===== config.mk =====
export PLATFORM = sky130hd
export DESIGN_NAME = bcd_to_binary_seq
export DESIGN_NICKNAME = d
export VERILOG_FILES = /design/src/rtl/bcd_to_binary_seq.sv
export SDC_FILE = /design/constraint.sdc
export NUM_CORES = 1
export LEC_CHECK = 0
export ABC_AREA = 1
export CAP_MARGIN = 5
export CORE_MARGIN = 2
export CORE_UTILIZATION = 40
export DETAILED_ROUTE_END_ITERATION = 8
export PLACE_DENSITY = 0.68
export SYNTH_ARGS = -nofsm -noshare
export SYNTH_HDL_FRONTEND = slang
export SYNTH_SLANG_ARGS = --single-unit

===== constraint.sdc =====
create_clock -name CLK -period 2.8 [get_ports CLK]
set_input_delay 0.28 -clock CLK [delete_from_list [all_inputs] [get_ports CLK]]
set_output_delay 0.28 -clock CLK [all_outputs]
set_load 0.01 [all_outputs]

===== src/rtl/bcd_to_binary_seq.sv =====
// Sequential packed-BCD to unsigned binary converter (reverse double-dabble, one shift per clock).
// start/busy/done handshake; nibbles above 9 abort with err and a zero result.
module bcd_to_binary_seq #(
  parameter int unsigned DIGITS = 2,
  localparam int unsigned BW = (DIGITS == 1) ? 4 :
                               (DIGITS == 2) ? 7 :
                               (DIGITS == 3) ? 10 : 14
) (
  input  logic                  CLK,
  input  logic                  RESET,
  input  logic                  start,
  input  logic [4*DIGITS-1:0]   bcd_in,
  output logic                  busy,
  output logic                  done,
  output logic                  err,
  output logic [BW-1:0]         bin_out
);

  localparam int unsigned CW = $clog2(BW + 1);
  localparam logic [CW-1:0] LAST = CW'(BW - 1);

  localparam logic [1:0] st_idle  = 2'd0;
  localparam logic [1:0] st_shift = 2'd1;
  localparam logic [1:0] st_done  = 2'd2;

  logic [1:0]          state_q, state_d;
  logic [4*DIGITS-1:0] bcd_q, bcd_d;
  logic [BW-1:0]       bin_q, bin_d;
  logic [CW-1:0]       cnt_q, cnt_d;
  logic                errp_q, errp_d;
  logic                done_q, done_d;
  logic                err_q, err_d;
  logic [BW-1:0]       bout_q, bout_d;

  logic                   bad_digit;
  logic [4*DIGITS+BW-1:0] shifted;
  logic [4*DIGITS-1:0]    bcd_sh, bcd_adj;
  logic [BW-1:0]          bin_sh;

  always_comb begin
    bad_digit = 1'b0;
    for (int i = 0; i < int'(DIGITS); i++) begin
      if (bcd_in[4*i +: 4] > 4'd9) bad_digit = 1'b1;
    end
  end

  // One reverse double-dabble step: shift right, then pull any nibble >= 8 back by 3.
  always_comb begin
    shifted = {bcd_q, bin_q} >> 1;
    bcd_sh  = shifted[BW +: 4*DIGITS];
    bin_sh  = shifted[BW-1:0];
    bcd_adj = bcd_sh;
    for (int i = 0; i < int'(DIGITS); i++) begin
      if (bcd_sh[4*i +: 4] >= 4'd8) bcd_adj[4*i +: 4] = bcd_sh[4*i +: 4] - 4'd3;
    end
  end

  always_comb begin
    state_d = state_q;
    bcd_d   = bcd_q;
    bin_d   = bin_q;
    cnt_d   = cnt_q;
    errp_d  = errp_q;
    done_d  = 1'b0;
    err_d   = err_q;
    bout_d  = bout_q;
    case (state_q)
      st_idle: begin
        if (start) begin
          bcd_d   = bcd_in;
          bin_d   = '0;
          cnt_d   = '0;
          errp_d  = bad_digit;
          state_d = bad_digit ? st_done : st_shift;
        end
      end
      st_shift: begin
        bcd_d = bcd_adj;
        bin_d = bin_sh;
        cnt_d = cnt_q + CW'(1);
        if (cnt_q == LAST) state_d = st_done;
      end
      st_done: begin
        done_d  = 1'b1;
        err_d   = errp_q;
        bout_d  = errp_q ? '0 : bin_q;
        state_d = st_idle;
      end
      default: state_d = st_idle;
    endcase
  end

  always_ff @(posedge CLK) begin
    if (RESET) begin
      state_q <= st_idle;
      bcd_q   <= '0;
      bin_q   <= '0;
      cnt_q   <= '0;
      errp_q  <= 1'b0;
      done_q  <= 1'b0;
      err_q   <= 1'b0;
      bout_q  <= '0;
    end else begin
      state_q <= state_d;
      bcd_q   <= bcd_d;
      bin_q   <= bin_d;
      cnt_q   <= cnt_d;
      errp_q  <= errp_d;
      done_q  <= done_d;
      err_q   <= err_d;
      bout_q  <= bout_d;
    end
  end

  assign busy    = (state_q != st_idle);
  assign done    = done_q;
  assign err     = err_q;
  assign bin_out = bout_q;

endmodule


==> results.py <==
metrics = {
    "run_status": {
        "status": "complete, no violations",
    },
    "critical_path": {
        "critPathBufInv": 2,
        "reg2reg_slack_ns": 1.49,
        "cp-end-kind": "output port",
        "r2r_cells": 4,
        "r2r_start": "state_q[0]$_SDFFE_PP0P_",
        "slowest_stage": "clkdlybuf4s50_1",
        "endpoint": "busy",
        "slowest_delay_ns": 0.52,
        "required_ns": 2.52,
        "critical_path_class": "reg -> out",
        "r2r_end": "bcd_q[6]$_SDFFE_PP0P_",
        "path_depth": 3,
        "arrival_ns": 1.46,
        "critPathLaunch": "state_q[0]$_SDFFE_PP0P_",
        "path_cells": "nor2_2 -> inv_1 -> clkdlybuf4s50_1",
        "crit_fanout": 5,
        "crit_family": "buffers and inverters",
        "crit_path_start_kind": "flop",
    },
    "placed_design": {
        "dp_slack_ns": 1.169,
        "place_hpwl_um": 1905,
        "place_area_um2": 1536,
        "port_buffers": 20,
        "place_congestion": 0.8277,
    },
    "die": {
        "dieArea_um2": 3722,
        "start_util": 0.4224,
        "die_height_um": 61.01,
        "rows": 20,
        "chipWidth_um": 61.01,
        "fp.coreArea_um2": 3078,
        "io_pins": 21,
    },
    "drt": {
        "drt_wl_total_um": 2658,
        "ant_nets": 0,
        "remaining_drc_errors": 0,
        "num_vias": 1152,
        "drt_iter0_drc": 49,
        "firstDrtPassIters": 4,
        "avgRoutedWirePerCell_um": 10.94,
        "via_per_inst": 4.741,
    },
    "timing": {
        "fin_tns_setup_ns": 0,
        "finalHoldViolCount": 0,
        "setup_viol": 0,
        "holdWs_ns": 0.4704,
        "slew_headroom": 0.7517,
        "tightest_slew_ns": 0.3724,
        "finalWorstSetupSlack_ns": 1.060,
        "rsz0062_at_grt": "false",
        "period_minus_slack_ns": 1.740,
        "post-route-period-util": 0.6215,
        "max_freq_ghz": 0.5746,
        "skew_ns": 0.005658,
        "drv_slew": 0,
    },
    "clock_network": {
        "cts_resized": 0,
        "clock_sinks": 30,
        "ctsHtreeMaxLevel": 2,
        "cts_tree": "built",
        "clock_path_buffers": 2,
        "cts_hold_buffers": 0,
        "path_clk_slew_ns": 0.10,
        "root_buffer": "clkbuf_4",
        "post_cts_buffers": 0,
        "cts_buffers": 5,
        "insertion_delay_ns": 0.34,
    },
    "global_route": {
        "first_global_vias": 1093,
        "grt_first_pass_wirelength_um": 4450,
        "grt_util_all_layers": 0.1669,
        "overflow": 0,
        "grt_max_degree": 24,
        "antenna_found_initial": 0,
    },
    "logic_synthesis": {
        "ys.warnings.count": 0,
        "synth-xor-area-share": 0,
        "synth_seq_area_share": 0.4620,
        "syn_area_um2": 1300,
        "synth.net_count": 188,
        "synthSimpleGateAreaFrac": 0.2772,
        "syn_inst": 173,
        "synth_compound_area_frac": 0.1521,
        "synthAdderAreaFrac": 0.03850,
        "synth_top_family_by_area": "simple AND/OR/NAND/NOR gates",
        "syn_area_per_cell_um2": 7.514,
        "synth.distinct_cells": 22,
        "synthMuxAreaShare": 0,
        "synth-seq-cells": 30,
    },
    "layout": {
        "nets": 213,
        "stdcell_area_um2": 1600,
        "diodes": 0,
        "final.fill_count": 310,
        "area_delta_synth_final_pct": 23.10,
        "drive_above_1_share": 0.09045,
    },
    "power": {
        "irDropWorstVdd_mv": 0.2967,
        "p_leak_nw": 0.6198,
        "power.density_nw_per_um2": 536.8,
    },
    "worst_hold_path": {
        "hold_path.class": "reg -> reg",
    },
    "flow_run": {
        "cap_violations": 0,
    },
}
-- cell usage after synthesis --
cell,count,area [um^2]
nand2_1,60,225.2
dfxtp_1,30,600.6
nor2_4,1,11.26
buf_8,1,15.01
nor2_1,11,41.29
nor3_1,3,15.01
ha_1,4,50.05
clkbuf_1,2,7.510
nor3b_1,1,7.510
or2_2,1,6.260
inv_6,1,8.760
nand2_4,1,11.26
o21ai_2,1,8.760
inv_1,13,48.80
buf_6,1,11.26
nand3_1,6,30.03
nand2_2,1,6.260
nor2_2,1,6.260
a21oi_1,24,120.1
o211ai_4,1,21.27
o21ai_0,8,40.04
o211ai_1,1,7.510
-- metrics by stage --
step,instances,utilization,total power (W)
6_report,243,0.5199,0.0008591
5_1_grt,243,0.5199,0.0008984
4_1_cts,243,0.5199,0.0008642
3_5_place_dp,235,0.4992,0.0005908
3_3_place_gp,235,0.4992,0.0005871
2_1_floorplan,173,-,0.0005518
-- layout by cell type, fill, tap and decap left out --
master and instances:
or2_2 1, inv_1 13, a21oi_1 24, dfxtp_1 30, nand3_1 6, inv_6 1
nor2_1 11, nand2_1 60, ha_1 4, o21ai_2 1, o21ai_0 8, nor2_4 1
nand2_2 1, o211ai_4 1, clkbuf_8 1, clkdlybuf4s50_1 20, clkinv_2 1, clkinvlp_4 1
nor3_1 3, clkbuf_4 5, nand2_4 1, nor3b_1 1, buf_4 2, nor2_2 1
o211ai_1 1
-- cell families after synthesis --
logic type	after synthesis
buffers and inverters	18
AO/OA/AOI/OAI	35
adder cells (fa/ha/maj)	4
flip-flops	30
AND/OR/NAND/NOR	86
-- worst min-delay path by stage --
stage,slack (ns),cells past startpoint,end,from
after global routing,0.49,2,bin_out[1]$_SDFFE_PP0P_,bin_out[1]$_SDFFE_PP0P_
after CTS,0.47,2,bcd_q[7]$_SDFFE_PP0P_,bcd_q[7]$_SDFFE_PP0P_
after floorplan,0.36,1,errp_q$_SDFFE_PP0P_,RESET
after global placement,0.46,2,bin_q[0]$_SDFFE_PP0P_,bin_q[0]$_SDFFE_PP0P_
final,0.47,2,bin_out[3]$_SDFFE_PP0P_,bin_out[3]$_SDFFE_PP0P_
after detailed placement,0.46,2,bin_out[3]$_SDFFE_PP0P_,bin_out[3]$_SDFFE_PP0P_
-- final cells by class --
cell class | instances | area (um^2) | area share
Inverter | 14 | 57.56 | 0.03597
Timing Repair Buffer | 22 | 215.2 | 0.1345
Sequential cell | 30 | 600.6 | 0.3753
Tap cell | 44 | 55.05 | 0.03440
Clock inverter | 2 | 12.51 | 0.007819
Clock buffer | 6 | 51.30 | 0.03206
Multi-Input combinational cell | 125 | 608.1 | 0.3800
-- report_power, final --
group | switching (W) | internal (W) | total (W)
Clock | 0.000158 | 0.000120 | 0.000278
Sequential | 0.0000164 | 0.000444 | 0.000461
Combinational | 0.0000710 | 0.0000489 | 0.000120
Total | 0.000245 | 0.000614 | 0.000859
-- routing by layer --
metal | routed length, um | track usage | up-vias
met3 | 114 | 0.04832 | 8
met4 | 57 | 0.1211 | 0
met5 | 0 | 0 | -
met1 | 1275 | 0.1953 | 524
met2 | 1210 | 0.2611 | 16
li1 | - | - | 604
-- worst reg2reg max path: stages (launching register included) --
cell and delay [ns]:
dfxtp_1 0.39, o21ai_2 0.37, inv_1 0.19, o21ai_0 0.20, nor2_1 0.06
-- state kept, by name, summed over array words and instances, names as in the netlist --
register and flops:
bcd_q 8, bin_out 7, bin_q 7, cnt_q 3, done 1, err 1, errp_q 1, state_q 2
(Power assumes the default switching activity.)
